`src/rtl/program_loader.sv`:
```
// Boot loader: unpacks a header/payload word stream into instruction and data memory, then releases the CPU.
// Optional trailer checksum over all payload words is enabled by defining PROGRAM_LOADER_CHECKSUM_EN.
module program_loader #(
  parameter int IMEM_WORDS = 64,
  parameter int DMEM_WORDS = 64
) (
  input  logic        clk,
  input  logic        rst_n,
  input  logic        in_valid,
  output logic        in_ready,
  input  logic [31:0] in_data,
  output logic        imem_we,
  output logic [31:0] imem_a,
  output logic [31:0] imem_wd,
  output logic        dmem_we,
  output logic [31:0] dmem_a,
  output logic [31:0] dmem_wd,
  output logic        cpu_run,
  output logic        busy,
  output logic        error
);

`ifdef PROGRAM_LOADER_CHECKSUM_EN
  typedef enum logic [2:0] {S_HDR, S_DATA, S_DONE, S_ERR, S_TRL} state_t;
`else
  typedef enum logic [2:0] {S_HDR, S_DATA, S_DONE, S_ERR} state_t;
`endif

  localparam logic [16:0] IMEM_DEPTH = 17'(IMEM_WORDS);
  localparam logic [16:0] DMEM_DEPTH = 17'(DMEM_WORDS);

  state_t      state, state_nx;
  logic        tgt, tgt_nx;
  logic [16:0] idx, idx_nx;
  logic [15:0] remaining, remaining_nx;
  logic        accept;
  logic        wr_fire;

  // Header decode; 17-bit sum so base + count can never wrap past the depth check.
  logic        hdr_tgt;
  logic [16:0] hdr_base;
  logic [16:0] hdr_cnt;
  logic [16:0] hdr_limit;
  logic [16:0] hdr_depth;

  assign hdr_tgt   = in_data[31];
  assign hdr_base  = {2'b00, in_data[30:16]};
  assign hdr_cnt   = {1'b0, in_data[15:0]};
  assign hdr_limit = hdr_base + hdr_cnt;
  assign hdr_depth = hdr_tgt ? DMEM_DEPTH : IMEM_DEPTH;

`ifdef PROGRAM_LOADER_CHECKSUM_EN
  logic [31:0] csum, csum_nx;
  assign in_ready = (state == S_HDR) || (state == S_DATA) || (state == S_TRL);
`else
  assign in_ready = (state == S_HDR) || (state == S_DATA);
`endif

  assign accept  = in_valid && in_ready;
  assign wr_fire = accept && (state == S_DATA);
  assign busy    = (state == S_DATA);
  assign cpu_run = (state == S_DONE);
  assign error   = (state == S_ERR);

  always_comb begin
    // NOTE: every signal driven here gets a default first, so no path can leave one unassigned and infer a latch.
    state_nx     = state;
    tgt_nx       = tgt;
    idx_nx       = idx;
    remaining_nx = remaining;
`ifdef PROGRAM_LOADER_CHECKSUM_EN
    csum_nx      = csum;
`endif
    if (accept) begin
      case (state)
        S_HDR: begin
          if (hdr_cnt == 17'd0) begin
`ifdef PROGRAM_LOADER_CHECKSUM_EN
            state_nx = S_TRL;
`else
            state_nx = S_DONE;
`endif
          end else if (hdr_limit > hdr_depth) begin
            state_nx = S_ERR;
          end else begin
            state_nx     = S_DATA;
            tgt_nx       = hdr_tgt;
            idx_nx       = hdr_base;
            remaining_nx = in_data[15:0];
          end
        end
        S_DATA: begin
          idx_nx       = idx + 17'd1;
          remaining_nx = remaining - 16'd1;
`ifdef PROGRAM_LOADER_CHECKSUM_EN
          csum_nx      = csum ^ in_data;
`endif
          if (remaining == 16'd1) state_nx = S_HDR;
        end
`ifdef PROGRAM_LOADER_CHECKSUM_EN
        S_TRL: state_nx = (in_data == csum) ? S_DONE : S_ERR;
`endif
        default: state_nx = state;
      endcase
    end
  end

  // NOTE: sequential state uses non-blocking assignments so every register samples pre-edge values.
  always_ff @(posedge clk) begin
    if (!rst_n) begin
      state     <= S_HDR;
      tgt       <= 1'b0;
      idx       <= '0;
      remaining <= '0;
`ifdef PROGRAM_LOADER_CHECKSUM_EN
      csum      <= '0;
`endif
    end else begin
      state     <= state_nx;
      tgt       <= tgt_nx;
      idx       <= idx_nx;
      remaining <= remaining_nx;
`ifdef PROGRAM_LOADER_CHECKSUM_EN
      csum      <= csum_nx;
`endif
    end
  end

  // Registered write ports: a word accepted at edge k is presented during cycle k+1.
  always_ff @(posedge clk) begin
    if (!rst_n) begin
      imem_we <= 1'b0;
      imem_a  <= '0;
      imem_wd <= '0;
      dmem_we <= 1'b0;
      dmem_a  <= '0;
      dmem_wd <= '0;
    end else begin
      imem_we <= wr_fire && !tgt;
      dmem_we <= wr_fire && tgt;
      imem_a  <= {13'd0, idx, 2'b00};
      dmem_a  <= {13'd0, idx, 2'b00};
      imem_wd <= in_data;
      dmem_wd <= in_data;
    end
  end

endmodule

```
`config.mk`:
```
export PLATFORM = sky130hd
export DESIGN_NAME = program_loader
export DESIGN_NICKNAME = d
export VERILOG_FILES = /design/src/rtl/program_loader.sv
export SDC_FILE = /design/constraint.sdc
export NUM_CORES = 1
export LEC_CHECK = 0
export ABC_AREA = 1
export BUFFER_PORTS_ARGS = -buffer_cell sky130_fd_sc_hd__clkbuf_2
export CAP_MARGIN = 20
export CORE_ASPECT_RATIO = 0.6
export CORE_MARGIN = 5
export CORE_UTILIZATION = 52
export DETAILED_ROUTE_END_ITERATION = 8
export GPL_ROUTABILITY_DRIVEN = 0
export PLACE_DENSITY_LB_ADDON = 0.15
export SETUP_SLACK_MARGIN = 0.1
export SLEW_MARGIN = 20
export SYNTH_ARGS = -nofsm -noshare
export SYNTH_HDL_FRONTEND = slang
export SYNTH_SLANG_ARGS = --single-unit
```
`constraint.sdc`:
```
create_clock -name clk -period 2.7 [get_ports clk]
set_clock_uncertainty 0.1 [all_clocks]
set_input_delay 0.405 -clock clk [delete_from_list [all_inputs] [get_ports clk]]
set_output_delay 0.405 -clock clk [all_outputs]
set_load 0.05 [all_outputs]
```
==> flow_summary.ini <==
[clock_tree]
cts-buffers-inserted = 9
cts_num_sinks = 87
cts_setup_buffers = 0
insertion_delay_ps = 350
htreeDepth = 3
cts.clk_slew.worst_paths_ps = 70
ctsHoldBuffers = 0
cts-root-buf = clkbuf_16
tritoncts = done
cts_resized = 0
clock_path_buffers = 2

[grt]
track_usage = 0.242
grt_overflow_total = 0
grt_pass1_vias = 4627
grt_max_degree = 64
antenna_found_initial = 0
grt_pass1_wl_um = 24600

[timing]
setup_viol = 0
fin_tns_setup_ps = 0
rsz0062_at_grt = false
max_clock_freq_mhz = 410
whs_ps = 179
slew_violations = 0
finalHoldViolations = 0
setup_slack_ps = 260
period_share = 0.904
period_minus_slack_ps = 2440

[final_layout]
fin_util = 0.626
final_common_cell = nand2_1
area_growth_pct = 18.5
drive_gt1_frac = 0.223
fin_nets = 1043
fin_cells = 1133
layout_common_cells = nand2_1 (242), clkbuf_2 (138), inv_1 (118), nor2_1 (103), dfxtp_1 (87)
antenna_cells = 0

[worst_setup_path]
setup.worst_path.class = input pin to register
required_ps = 2850
path_max_fanout = 6
cp-end-kind = register
setup.worst_path.start_class = input pin
critical_path_arrival_ps = 2590

[pwr]
comb_power_share = 0.332
irDropWorstVdd_mv = 0.377
swShare = 0.401
power_density_nw_per_um2 = 605
cellLeakagePower_nw = 3.83
intPower_mw = 2.38
pwr-share-seq = 0.361
p_switching_mw = 1.59
clockPowerShare = 0.308

[route]
vias = 5518
drc = 0
postRouteAntennaNets = 0
via_per_inst = 4.87
drt_iter0_markers = 572
totalWireLength_um = 16100
wire_per_inst_um = 14.2
dr.pass1.iters = 6

[synth]
synth_cells = 864
yosys.area.top_type = dfxtp_1
yosys.area_share.simple = 0.326
synth-async-reset-ratio = 0
ys_seq_area_frac = 0.314
synthXorXnorAreaFrac = 0.0300
yosys_most_used_dff = dfxtp_1
synth_top_family_by_area = simple AND/OR/NAND/NOR gates
synthAdderAreaFrac = 0.0442
yosys_warnings = 0
synth-seq-cells = 87
synth-edff-count = 0
synthMuxAreaShare = 0.00361
synth_top_area_share = 0.314
synth_area_leaders = dfxtp_1 (31%), nand2_1 (16%), buf_4 (11%)
syn_area_per_cell_um2 = 6.42
netlist_area_um2 = 5540
synth_compound_area_frac = 0.0695
synth_cell_types = 36

[run_status]
outcome = finished, final reports clean

[floorplanning]
rows = 29
coreArea_um2 = 10500
ios = 169
die-area_um2 = 12900
die_h_um = 90.0
start_util = 0.529
die_w_um = 143

[placed_design]
place_hpwl_um = 12800
pre_cts_ws_ps = -59.4
dp_cells = 1115
portBuffers = 138

[flow_run]
drv_cap = 0

[min_path]
hold_class = input pin to register
## layout make-up
class	count	area, µm²
multi-input combinational	582	2810
tap	139	174
timing repair buffer	189	1110
clock inverter	7	62.6
clock buffer	9	225
fill	1021	3920
sequential	87	1740
inverter	120	450
## metal layers
layer / share of wire / vias to the layer above / GRT usage / routed length [µm]
li1: - / 2809 / - / -
met1: 0.48 / 2410 / 0.381 / 7800
met2: 0.38 / 275 / 0.317 / 6160
met3: 0.12 / 24 / 0.0679 / 1940
met4: 0.015 / 0 / 0.0603 / 237
met5: 0 / - / 0 / 0
## sequential cells by signal (all words and copies together), names as in the netlist
register	count
imem_we	1
state	2
idx	17
dmem_we	1
dmem_wd	32
dmem_a	17
remaining	16
tgt	1
## cells in the mapped netlist (all sizes together) (2+ instances only)
cell    number
a21oi       41
a31oi        3
buf         95
clkbuf      11
dfxtp       87
ha          18
inv        119
mux2i        2
nand2      246
nand3       58
nand3b       8
nand4        6
nor2       107
nor3         7
nor4         4
o21ai       22
o22ai        2
xnor2        6
xor2        13
## cells by family after synthesis
logic type,count (synthesis)
simple gates,437
buf+inv,226
flops,87
compound gates,73
fa+ha+maj,19
xor+xnor,19
mux,2
other cells,1
## metrics by stage
stage / power (mW) / cell area, µm²
final: 3.98 / 6570
after global routing: 4.18 / 6570
after CTS: 3.95 / 6480
after detailed placement: 2.73 / 6190
after global placement: 2.72 / 6190
after floorplan: 2.45 / 5650
## power groups by stage
| stage | sequential, mW | clock, mW | combinational, mW |
|---|---|---|---|
| global placement | 1.46 | 0 | 1.26 |
| finish | 1.43 | 1.22 | 1.32 |
| floorplan | 1.57 | 0 | 0.888 |
| CTS | 1.43 | 1.25 | 1.27 |
| global route | 1.44 | 1.31 | 1.43 |
| detailed placement | 1.46 | 0 | 1.27 |
## final timing paths
check / depth (start not counted) / startpoint / end / slack (ps)
setup / recovery: 17 / in_data[24] / remaining[9]$_SDFFE_PN0P_ / 260
hold / removal: 3 / in_data[31] / dmem_wd[31]$_SDFF_PN0_ / 180
setup reg to reg: 10 / remaining[0]$_SDFFE_PN0P_ / remaining[15]$_SDFFE_PN0P_ / 490
hold reg to reg: 2 / idx[16]$_SDFFE_PN0P_ / dmem_a[18]$_SDFF_PN0_ / 360
## critical path, cell delays in order
cell and delay [ps]:
clkbuf_2 130, ha_1 370, nand2_1 120, nor2_1 200, buf_4 160, nand2_1 70
nand3_1 70, nand2_1 50, nand2_1 70, nand3_1 90, nor2_2 170, nand3_4 160
nand2_8 140, buf_4 160, nand3_1 90, nand2_1 80, nor2_1 40
Power figures use the tool's default switching activity.
